File: config.mk
export PLATFORM = sky130hd
export DESIGN_NAME = dct_butterfly_sequencer_flat
export DESIGN_NICKNAME = d
export VERILOG_FILES = /design/src/rtl/dct_butterfly_sequencer_if.sv /design/src/rtl/dct_butterfly_sequencer.sv /design/src/flat_wrapper.sv
export SDC_FILE = /design/constraint.sdc
export NUM_CORES = 1
export LEC_CHECK = 0
export CORE_ASPECT_RATIO = 1.75
export CORE_MARGIN = 1
export CORE_UTILIZATION = 40
export CTS_CLUSTER_DIAMETER = 60
export DETAILED_ROUTE_END_ITERATION = 10
export PLACE_DENSITY_LB_ADDON = 0.12
export SLEW_MARGIN = 15
export SYNTH_ARGS = -nofsm -noshare
export SYNTH_HDL_FRONTEND = slang
export SYNTH_SLANG_ARGS = --single-unit
File: constraint.sdc
create_clock -name clk -period 3.7 [get_ports clk]
set_input_delay 1.11 -clock clk [delete_from_list [all_inputs] [get_ports clk]]
set_output_delay 1.11 -clock clk [all_outputs]
set_load 0.02 [all_outputs]
File: src/rtl/dct_butterfly_sequencer_if.sv
// rtl/dct_butterfly_sequencer_if.sv - row, butterfly-operand and completion signals of the DCT butterfly sequencer
interface dct_butterfly_sequencer_if #(
  parameter int WIDTH = 8,
  parameter int CNT_W = 16
);
  logic        [8*WIDTH-1:0] in_data;
  logic                      in_valid;
  logic                      in_ready;
  logic signed [WIDTH-1:0]   op_x;
  logic signed [WIDTH-1:0]   op_y;
  logic                      op_valid;
  logic        [1:0]         sele;
  logic        [3:0]         cap_en;
  logic                      out_valid;
  logic                      out_ready;
  logic                      busy;
  logic        [CNT_W-1:0]   row_cnt;

  modport master (
    input  in_data, in_valid, out_ready,
    output in_ready, op_x, op_y, op_valid, sele, cap_en, out_valid, busy, row_cnt
  );

  modport slave (
    output in_data, in_valid, out_ready,
    input  in_ready, op_x, op_y, op_valid, sele, cap_en, out_valid, busy, row_cnt
  );
endinterface

File: src/rtl/dct_butterfly_sequencer.sv
// rtl/dct_butterfly_sequencer.sv - issues the four symmetric pairs of one 8-sample row to a shared butterfly
module dct_butterfly_sequencer #(
  parameter int WIDTH  = 8,
  parameter int BF_LAT = 1,
  parameter int CNT_W  = 16
) (
  input logic                    clk,
  input logic                    rst_n,
  dct_butterfly_sequencer_if.master bus
);
  typedef enum logic [1:0] {IDLE, ISSUE, DRAIN, DONE} state_t;

  localparam int LINE_W = (BF_LAT > 0) ? BF_LAT : 1;

  state_t              state;
  logic [8*WIDTH-1:0]  row;
  logic [1:0]          i;
  logic [1:0]          c;
  logic [LINE_W-1:0]   vdly;
  logic                accept;
  logic                opv_next;
  logic                cap_fire;
  logic [1:0]          cidx;

  function automatic logic [WIDTH-1:0] sample(input logic [8*WIDTH-1:0] r, input logic [2:0] k);
    return r[WIDTH*k +: WIDTH];
  endfunction

  assign bus.in_ready = (state == IDLE) || ((state == DONE) && bus.out_ready);
  assign accept       = bus.in_valid && bus.in_ready;
  assign opv_next     = accept || ((state == ISSUE) && (i != 2'd3));
  // vdly[j] mirrors op_valid j cycles back, so the tap feeding the registered strobe is BF_LAT-1
  assign cap_fire     = (BF_LAT == 0) ? opv_next : vdly[LINE_W-1];
  assign cidx         = accept ? 2'd0 : c;

  always_ff @(posedge clk or negedge rst_n) begin
    if (!rst_n) begin
      state         <= IDLE;
      row           <= '0;
      i             <= 2'd0;
      c             <= 2'd0;
      vdly          <= '0;
      bus.op_x      <= '0;
      bus.op_y      <= '0;
      bus.op_valid  <= 1'b0;
      bus.sele      <= 2'd0;
      bus.cap_en    <= 4'd0;
      bus.out_valid <= 1'b0;
      bus.busy      <= 1'b0;
      bus.row_cnt   <= '0;
    end else begin
      vdly[0] <= opv_next;
      for (int j = 1; j < LINE_W; j++) begin
        vdly[j] <= vdly[j-1];
      end

      if (cap_fire) begin
        bus.cap_en <= 4'b0001 << cidx;
        bus.sele   <= cidx;
        c          <= cidx + 2'd1;
      end else begin
        bus.cap_en <= 4'd0;
        c          <= cidx;
      end

      case (state)
        IDLE: ;
        ISSUE: begin
          if (i == 2'd3) begin
            bus.op_valid <= 1'b0;
            if (BF_LAT > 0) begin
              state <= DRAIN;
            end else begin
              state         <= DONE;
              bus.out_valid <= 1'b1;
            end
          end else begin
            i        <= i + 2'd1;
            bus.op_x <= sample(row, {1'b0, i + 2'd1});
            bus.op_y <= sample(row, 3'd6 - {1'b0, i});
          end
        end
        DRAIN: begin
          if (bus.cap_en[3]) begin
            state         <= DONE;
            bus.out_valid <= 1'b1;
          end
        end
        DONE: begin
          if (bus.out_ready) begin
            bus.row_cnt   <= bus.row_cnt + 1'b1;
            bus.out_valid <= 1'b0;
            bus.busy      <= 1'b0;
            state         <= IDLE;
          end
        end
        default: state <= IDLE;
      endcase

      // a new row overrides the IDLE fall-through of DONE, giving back-to-back rows with no bubble
      if (accept) begin
        row          <= bus.in_data;
        bus.op_x     <= sample(bus.in_data, 3'd0);
        bus.op_y     <= sample(bus.in_data, 3'd7);
        bus.op_valid <= 1'b1;
        bus.busy     <= 1'b1;
        i            <= 2'd0;
        state        <= ISSUE;
      end
    end
  end
endmodule
File: src/flat_wrapper.sv
// flat-port wrapper written by rule: the top's interface ports become plain ports
module dct_butterfly_sequencer_flat 
#(
  parameter int WIDTH  = 8,
  parameter int BF_LAT = 1,
  parameter int CNT_W  = 16
)
  (clk, rst_n, bus_in_data, bus_in_valid, bus_out_ready, bus_in_ready, bus_op_x, bus_op_y, bus_op_valid, bus_sele, bus_cap_en, bus_out_valid, bus_busy, bus_row_cnt);
  dct_butterfly_sequencer_if #(.WIDTH(WIDTH), .CNT_W(CNT_W)) bus_i ();
  input logic clk;
  input logic rst_n;
  input wire logic [$bits(bus_i.in_data)-1:0] bus_in_data;
  input wire logic [$bits(bus_i.in_valid)-1:0] bus_in_valid;
  input wire logic [$bits(bus_i.out_ready)-1:0] bus_out_ready;
  output wire logic [$bits(bus_i.in_ready)-1:0] bus_in_ready;
  output wire logic [$bits(bus_i.op_x)-1:0] bus_op_x;
  output wire logic [$bits(bus_i.op_y)-1:0] bus_op_y;
  output wire logic [$bits(bus_i.op_valid)-1:0] bus_op_valid;
  output wire logic [$bits(bus_i.sele)-1:0] bus_sele;
  output wire logic [$bits(bus_i.cap_en)-1:0] bus_cap_en;
  output wire logic [$bits(bus_i.out_valid)-1:0] bus_out_valid;
  output wire logic [$bits(bus_i.busy)-1:0] bus_busy;
  output wire logic [$bits(bus_i.row_cnt)-1:0] bus_row_cnt;
  assign bus_i.in_data = bus_in_data;
  assign bus_i.in_valid = bus_in_valid;
  assign bus_i.out_ready = bus_out_ready;
  assign bus_in_ready = bus_i.in_ready;
  assign bus_op_x = bus_i.op_x;
  assign bus_op_y = bus_i.op_y;
  assign bus_op_valid = bus_i.op_valid;
  assign bus_sele = bus_i.sele;
  assign bus_cap_en = bus_i.cap_en;
  assign bus_out_valid = bus_i.out_valid;
  assign bus_busy = bus_i.busy;
  assign bus_row_cnt = bus_i.row_cnt;
  dct_butterfly_sequencer #(.WIDTH(WIDTH), .BF_LAT(BF_LAT), .CNT_W(CNT_W)) u_core (.clk(clk), .rst_n(rst_n), .bus(bus_i));
endmodule
# After elaboration in Yosys (flattened, before gate mapping)
# Cells that the tools add are included.
# totals
inputBits	68
regBits	112
# classes
n_reduce_logical	18
addsub	4
mux	25
shift	3
eq_ne	11
# ops
op	n
variable part select 64 x 6 -> 8 bit	1
variable part select 64 x 7 -> 8 bit	1
2-to-1 mux 8 bit	6
2-to-1 mux 2 bit	9
adder 16 x 1 -> 16 bit, second input constant	1
nonzero test 2 bit	5
AND reduction 2 bit	4
2-to-1 mux 1 bit	7
== test 2 bit, second input constant	3
!= test 3 x 2 -> 1 bit, second input constant	2
case mux 2 bit (3 select lines)	1
adder 2 x 1 -> 2 bit, second input constant	2
2-to-1 mux 4 bit	1
!= test 2 x 1 -> 1 bit, second input constant	2
!= test 2 bit, second input constant	2
AND reduction 4 bit	1
nonzero test 4 bit	1
<< shifter 1 x 2 -> 4 bit, first input constant	1
logical AND 1 bit	3
!= test 3 x 1 -> 1 bit, second input constant	1
AND reduction 3 bit	1
subtractor 3 x 2 -> 3 bit, first input constant	1
== test 2 x 1 -> 1 bit, second input constant	1
zero test 2 bit	1
other kinds (2)	3

# Logic depth before layout (Yosys ltp)
# Gate-level depths: netlist (run 1).
# depth
word_depth	7
mapped_depth	7
mapped_depth_nobuf	4

# Worst setup path after synthesis (run 1)
# No wires, ideal clock.
# synth_timing
path_kind	input to output
from	in bus_out_ready
to	out bus_in_ready
cell_stages	2
t_required_ns	2.590
path_slack_ns	1.121
arrival_time_ns	1.469
cell_sequence	nand3_2 > o21ai_0
# synth_between
elab_chain_cells	2
# synth_rtl
item	line_no	rtl
start, declared	flat_wrapper.sv:14	input wire logic [$bits(bus_i.out_ready)-1:0] bus_out_ready;
logical AND 1 bit	dct_butterfly_sequencer.sv:29	assign bus.in_ready = (state == IDLE) || ((state == DONE) && bus.out_ready);
logical OR 1 bit	dct_butterfly_sequencer.sv:29	
end, declared	flat_wrapper.sv:15	output wire logic [$bits(bus_i.in_ready)-1:0] bus_in_ready;
# Every way passes these cells.

# Worst setup path in the final report (run 1)
# Ends and elaborated chain as after synthesis.

==> results.json, run 1 <==
{
  "setup_viol": 0,
  "ys_warn_count": 0,
  "p_per_area_nw_per_um2": 366,
  "drv_slew": 0,
  "die_y_um": 148,
  "io_buffers": 109,
  "drtAntennaViolNets": 0,
  "crit_fanout": 4,
  "num_vias": 3638,
  "n_antenna_cell": 0,
  "hold_path.class": "flop to flop",
  "ys_ff_latch": 112,
  "post-route-min-period_ns": 3.57,
  "start_util": 0.415,
  "syn_inst": 490,
  "gp_congestion": 0.807,
  "min_from": "u_core.row[31]",
  "ir_worst_vdd_mv": 0.195,
  "io_pins": 110,
  "dpl-instance-area_um2": 6050,
  "synth_area_leader_cell": "dfrtp_1",
  "synth_edf_count": 0,
  "min_to": "u_core.row[31]",
  "crit_required_ns": 2.59,
  "synth_top_area_frac": 0.577,
  "worstMarginPinSlew_ns": 1.01,
  "reg2regPathDepth": 4,
  "synthDistinctLibCells": 35,
  "die_w_um": 85.3,
  "r2r_start": "u_core.i[0]",
  "netlist_area_um2": 4860,
  "fin_crit_sh": 0.964,
  "crit_type": "input port to primary output",
  "maxSlewHeadroom": 0.325,
  "maxCapViolations": 0,
  "rrSetupSlack_ns": 1.45,
  "cp.arrival_ns": 2.46,
  "first_global_vias": 3647,
  "clock_path_buffers": 2,
  "antenna_found_initial": 0,
  "cts_resized": 0,
  "ys_top_cells_by_count": "nand2_1 (226), dfrtp_1 (112), mux4_2 (16)",
  "drt-initial-drc-count": 229,
  "synthArstFlopShare": 1.00,
  "vias_per_cell": 4.98,
  "clock-sinks": 112,
  "dr.pass1.iters": 6,
  "finalSetupTns_ns": 0,
  "grt_setup_unrepaired": "no",
  "root_buffer": "clkbuf_16",
  "hpwl_um": 7360,
  "layout.nets": 661,
  "cp-end-kind": "primary output",
  "stdcell_count": 731,
  "grt_start_max_net_pins": 68,
  "syn_nets": 560,
  "leakage_nw": 3.09,
  "yosysMostFrequentCell": "nand2_1",
  "p_total_w": 0.00233,
  "fin_hold_ws_ns": 0.469,
  "area_growth_pct": 31.0,
  "cts_setup_buffers": 0,
  "wl_per_cell_um": 14.7,
  "grt_pass1_wl_um": 17900,
  "wirelength_um": 10800,
  "die_area_um2": 12600,
  "status": "completed",
  "synthTopCellsByArea": "dfrtp_1 (58%), nand2_1 (17%), mux4_2 (7.4%)",
  "synth_top_flop_cell": "dfrtp_1",
  "grt.total_usage": 0.184,
  "hold_depth": 2,
  "rows": 52,
  "clk_pin_slew_worst_paths_ns": 0.07,
  "ctsHoldBuffers": 0,
  "drc": 0,
  "grt-ovfl-total": 0,
  "h-tree-depth": 3,
  "drive_above_1_share": 0.0822,
  "max_freq_ghz": 0.280,
  "clock_latency_ns": 0.34,
  "tritoncts": "built",
  "dp.cells": 715,
  "r2r_end": "u_core.bus.op_x[7]",
  "cts_buffers": 9,
  "yosysSeqAreaShare": 0.577,
  "synth.avg_cell_area_um2": 9.91,
  "finClkSkew_ns": 0.00767,
  "hold_violations": 0,
  "stdcell_area_um2": 6360,
  "critical_path.startpoint_type": "input port",
  "core_um2": 11700
}
## flip-flops by register name (all words and copies together), names as in the netlist, 2 cells and up
signal	count
u_core.c	2
u_core.bus.op_y	8
u_core.bus.op_x	8
u_core.i	2
u_core.bus.row_cnt	16
u_core.bus.sele	2
u_core.row	64
u_core.bus.cap_en	4
u_core.state	2
## layer usage
| metal | GRT usage | part of all wire |
|---|---|---|
| met1 | 0.233 | 0.43 |
| met2 | 0.319 | 0.52 |
| met3 | 0.0285 | 0.034 |
| met4 | 0.0692 | 0.013 |
| met5 | 0 | 0 |
## critical path, stage by stage
cell and delay, ns:
clkdlybuf4s50_1 0.53, nand3_2 0.09, o21ai_0 0.09, clkdlybuf4s50_1 0.63
## worst max path at each step
stage                             start      endpoint  slack [ns]  cells after the start
after floorplan           bus_out_ready  bus_in_ready        1.12                      2
after global placement    bus_out_ready  bus_in_ready        0.12                      4
after detailed placement  bus_out_ready  bus_in_ready        0.12                      4
after CTS                 bus_out_ready  bus_in_ready        0.12                      4
after global routing      bus_out_ready  bus_in_ready        0.06                      4
final                     bus_out_ready  bus_in_ready        0.13                      4
## kinds of logic (layout without fill, tap and decap cells)
| group | count (synthesis) | count (layout) | share of synthesized area |
|---|---|---|---|
| adder cells (fa/ha/maj) | 2 | 2 | 0.00515 |
| AND/OR/NAND/NOR | 264 | 264 | 0.218 |
| multiplexers | 17 | 17 | 0.0763 |
| XOR/XNOR | 17 | 17 | 0.0307 |
| buffers and inverters | 42 | 148 | 0.0443 |
| flip-flops | 112 | 112 | 0.577 |
| AO/OA/AOI/OAI | 36 | 36 | 0.0489 |
## area by class of cell
type	count	area, um^2
multi-input combinational	336	1840
clock inverter	7	83.8
clock buffer	9	225
tap	135	169
timing repair buffer	117	1190
fill	1087	5350
sequential	112	2800
inverter	15	56.3
## cells in the final DEF, fill, tap and decap left out, types with 2 or more instances in the layout
cell and count:
nand2_1 226, dfrtp_1 112, clkdlybuf4s50_1 108, mux4_2 16
inv_1 14, nor2_1 13, xnor2_1 11, o21ai_0 10
o211ai_1 9, nand3_1 9, clkbuf_16 9, xor2_1 6
buf_4 6, a31oi_1 4, a22oi_1 4, and3_1 3
nand4_1 3, a21oi_1 3, inv_6 3, buf_12 3
nor3_1 2, o21ai_1 2, ha_1 2
## where the power goes
group          total [W]  internal, W  switching [W]
registers        0.00122      0.00122              0
clock network    0.00100     0.000539       0.000464
logic           0.000103    0.0000649      0.0000383
total            0.00233      0.00183       0.000503
## metrics by stage
| stage | util | setup slack (ns) |
|---|---|---|
| 2_1_floorplan | - | 1.12 |
| 3_3_place_gp | 0.517 | 0.116 |
| 3_5_place_dp | 0.517 | 0.124 |
| 4_1_cts | 0.543 | 0.121 |
| 5_1_grt | 0.543 | 0.0581 |
| 6_report | 0.543 | 0.134 |
Note: power is estimated with default switching activity, not from simulation.
==> run 2, diff against run 1 <==
- clock period: 3.7 -> 3.35 ns (I/O delays scaled with it)
==> run 2 against run 1 <==
- clock-buffer cell count is the same
- critical path depth is the same
- first-iteration DRC count shrank 56%
- via count grew 0.38%
- sequential power grew 11%
- clock skew is essentially flat
- total power grew 13%
- design area grew 0.53%
- critical endpoint unchanged
- largest power group unchanged
==> results.json, run 2 (synthesized netlist as in run 1, its figures left out) <==
{
  "top_register": "u_core.row",
  "p_per_area_nw_per_um2": 411,
  "first_global_vias": 3874,
  "start_util": 0.415,
  "cp.arrival_ns": 2.05,
  "crit_required_ns": 2.34,
  "rows": 52,
  "rrSetupSlack_ns": 1.25,
  "r2r_end": "u_core.bus.op_y[6]",
  "hold_violations": 0,
  "drt-initial-drc-count": 101,
  "io_pins": 110,
  "min_from": "u_core.row[35]",
  "largest_register_ffs": 64,
  "clock_latency_ns": 0.34,
  "grt_start_max_net_pins": 72,
  "layout_common_cells": "nand2_1 (226), dfrtp_1 (112), clkdlybuf4s50_1 (107)",
  "drv_slew": 0,
  "core_um2": 11700,
  "path_cells": "clkdlybuf4s50_1 > nand3_2 > o21ai_0 > dlygate4sd2_1",
  "num_vias": 3652,
  "maxSlewHeadroom": 0.444,
  "drc": 0,
  "crit_type": "input port to primary output",
  "reg_top3": "u_core.row x64, u_core.bus.row_cnt x16",
  "clock-sinks": 112,
  "maxCapViolations": 0,
  "die_area_um2": 12600,
  "n_antenna_cell": 0,
  "worstMarginPinSlew_ns": 0.829,
  "io_buffers": 109,
  "cts_buffers": 9,
  "cpMaxStageDelayCell": "clkdlybuf4s50_1",
  "fin_crit_sh": 0.912,
  "antenna_found_initial": 0,
  "drive_above_1_share": 0.0853,
  "dr.pass1.iters": 5,
  "min_to": "u_core.row[35]",
  "hpwl_um": 7610,
  "ir_worst_vdd_mv": 0.265,
  "stdcell_count": 733,
  "h-tree-depth": 3,
  "clock_path_buffers": 2,
  "reg2regPathDepth": 5,
  "hold_path.class": "flop to flop",
  "max_stage_delay_ns": 0.51,
  "grt_pass1_wl_um": 18700,
  "p_total_w": 0.00263,
  "r2r_start": "u_core.i[1]",
  "post-route-min-period_ns": 3.06,
  "wl_per_cell_um": 15.1,
  "dp.cells": 717,
  "gp_congestion": 0.818,
  "area_growth_pct": 31.7,
  "tritoncts": "built",
  "finClkSkew_ns": 0.00753,
  "drtAntennaViolNets": 0,
  "die_y_um": 148,
  "grt_setup_unrepaired": "no",
  "root_buffer": "clkbuf_16",
  "setup_viol": 0,
  "wirelength_um": 11100,
  "final_common_cell": "nand2_1",
  "crit_fanout": 2,
  "max_freq_ghz": 0.327,
  "vias_per_cell": 4.98,
  "n_fill_cell": 1120,
  "clk_pin_slew_worst_paths_ns": 0.07,
  "die_w_um": 85.3,
  "leakage_nw": 3.11,
  "hold_depth": 2,
  "grt.total_usage": 0.192,
  "critical_path.startpoint_type": "input port",
  "cp-end-kind": "primary output",
  "grt-ovfl-total": 0,
  "layout.nets": 663,
  "status": "completed"
}
-- run 2: power breakdown --
group | internal [W] | total [W] | switching, W | leakage, nW
registers | 0.00135 | 0.00135 | 0 | 1.46
clock network | 0.000665 | 0.00116 | 0.000499 | 0.154
logic | 0.0000731 | 0.000116 | 0.0000431 | 1.50
total | 0.00209 | 0.00263 | 0.000543 | 3.11
-- run 2: cell type report --
cell class,count,area [um^2],area share
multi-input combinational,336,1840,0.288
clock inverter,7,104,0.0162
tap,135,169,0.0264
inverter,15,56.3,0.00880
sequential,112,2800,0.438
clock buffer,9,225,0.0352
timing repair buffer,119,1200,0.188
-- run 2: routing by layer --
layer / up-vias / global-route usage / wire, um
met1: 1765 / 0.230 / 4550
li1: 1783 / - / -
met2: 86 / 0.339 / 5980
met3: 18 / 0.0335 / 337
met4: 0 / 0.0775 / 214
met5: - / 0 / 0
-- run 2: what timing repair did --
item	CTS	global route
setup buffers	0	0
endpoints found under the setup margin	1	0
hold buffers	0	0
resized for setup	1	0
-- run 2: how the worst max path moves through the flow --
stage	start	to	slack, ns	cells past startpoint
4_1_cts	bus_out_ready	bus_in_ready	0.28	4
6_report	bus_out_ready	bus_in_ready	0.29	4
3_5_place_dp	bus_out_ready	bus_in_ready	-0.002	4
3_3_place_gp	bus_out_ready	bus_in_ready	0.01	4
2_1_floorplan	bus_out_ready	bus_in_ready	0.98	2
5_1_grt	bus_out_ready	bus_in_ready	0.24	4
-- run 2: per-stage QoR --
stage          utilization  setup slack [ns]  area [um^2]  hold slack [ns]  TNS (ns)
3_3_place_gp         0.518            0.0133         6070            0.452         0
4_1_cts              0.546             0.276         6400            0.475         0
5_1_grt              0.546             0.240         6400            0.490         0
6_report             0.546             0.295         6400            0.468         0
2_1_floorplan            -             0.981         4860            0.440         0
3_5_place_dp         0.518          -0.00170         6070            0.457  -0.00170
-- run 2: critical path: cells and delay by family --
kind            cells  cell delay [ns]
simple gates        1             0.09
compound gates      1             0.10
buf+inv             2             0.86
==> patch, RTL diff (config.mk and constraints of run 1) <==
Re-encode `state_t` (4 states) as Gray code, 2 bits wide.
--- a/src/rtl/dct_butterfly_sequencer.sv
+++ b/src/rtl/dct_butterfly_sequencer.sv
@@ -9,5 +9,5 @@
   dct_butterfly_sequencer_if.master bus
 );
-  typedef enum logic [1:0] {IDLE, ISSUE, DRAIN, DONE} state_t;
+  typedef enum logic [1:0] {IDLE = 2'b00, ISSUE = 2'b01, DRAIN = 2'b11, DONE = 2'b10} state_t;
 
   localparam int LINE_W = (BF_LAT > 0) ? BF_LAT : 1;
Behaviour: same outputs for any inputs over 10 cycles, from zero or initial values and one cycle with rst_n low; not proved beyond that.
==> patch against run 1 <==
Sequential cell count is the same. Total power decreased by 2.4%. Setup slack gained 0.054 ns. Final area is 2.3% higher. Utilization shrank 0.40 points. Clock skew hardly changed. Count of clock-buffer cells in the layout rose by 2. Critical path depth stayed put. Die area increased by 2.5%. Synthesized area is 2.5% higher. Largest cell class unchanged. Wire length up 2.2%. Sequential power hardly changed.
==> patch: results (changes against run 1) <==
[metrics] run status: finished clean (unchanged)
[metrics] syn avg cell area: 9.84 um^2 (was 9.91 um^2)
[metrics] final cell count without fillers: 778 (was 731)
[metrics] sequential element share of the synthesized area: 56.3% (was 57.7%)
[metrics] pin count of the biggest net entering global routing: 87 (was 68)
[metrics] synthesized-area fraction occupied by xor and xnor cells: 3.17% (was 3.07%)
[metrics] Inverters excl. clock: 5 (was 15)
[metrics] top cells by area, synth: dfrtp_1 56%, nand2_1 17%, mux4_2 7.2% (was dfrtp_1 58%, nand2_1 17%, mux4_2 7.4%)
[metrics] total number of multi-input combinational cells: 361 (was 336)
[metrics] Compound-Gate Fraction of Synth Area: 4.72% (was 4.89%)
[metrics] Post-synth top cells: 226 x nand2_1, 112 x dfrtp_1, 33 x a21oi_1 (was 226 x nand2_1, 112 x dfrtp_1, 16 x mux4_2)
[metrics] number of different library cells in the post-synthesis netlist: 32 (was 35)
[metrics] post-place instance area: 0.00622 mm^2 (was 0.00605 mm^2)
[metrics] half-perimeter wire length after placement: 7730 um (was 7360 um)
[metrics] setup slack after placement: 0.187 ns (was 0.124 ns)
[metrics] number of global-route vias before repair: 3708 (was 3647)
[metrics] longest individual stage delay on the worst path: 0.60 ns (was 0.63 ns)
[metrics] Worst Path Arrival: 2.40 ns (was 2.46 ns)
[metrics] filler instances: 1147 (was 1087)
[metrics] wire length of the first global-routing pass: 18300 um (was 17900 um)
[metrics] Lkg Pwr: 3.09 nW (about the same)
[metrics] combined global-route utilization of all metal layers: 18.5% (was 18.4%)
[metrics] worst-case reg-to-reg path depth: 7 (was 4)
[metrics] number of clock buffers in the layout: 11 (was 9)
[metrics] count of cells along the worst hold path: 1 (was 2)
[metrics] share of the final layout cell area in sequential cells: 43.1% (was 44.0%)
[metrics] peak supply drop: 0.000216 V (was 0.000195 V)
[metrics] fraction of cell area in non-clock buffers: 18.6% (about the same)
[metrics] worst slew slack as a fraction of its limit: 42.2% (was 32.5%)
[metrics] proportion of cell area spent on the clock network: 4.48% (was 4.86%)
[metrics] Layout Nets: 684 (was 661)
## patch: metal layers
layer	part of all wire, %	track usage (%)
met3	3.3	3.47
met2	53	32.1
met1	43	23.0
met5	0	0
met4	1.2	5.75
## patch: worst paths after layout
path / endpoint / slack, ns / start
setup / recovery: bus_in_ready / 0.19 / bus_out_ready
hold / removal: u_core.bus.row_cnt[15] / 0.47 / u_core.bus.row_cnt[15]
setup reg to reg: u_core.bus.op_y[4] / 1.56 / u_core.state[0]
hold reg to reg: u_core.bus.row_cnt[15] / 0.47 / u_core.bus.row_cnt[15]
max in group asynchronous: u_core.cap_fire / 2.17 / rst_n
min in group asynchronous: u_core.bus.row_cnt[13] / 0.80 / rst_n
## patch: logic make-up after synthesis
family | Yosys count
adder cells (fa/ha/maj) | 8
multiplexers | 18
buffers and inverters | 33
flip-flops | 112
AO/OA/AOI/OAI | 42
XOR/XNOR | 18
AND/OR/NAND/NOR | 275
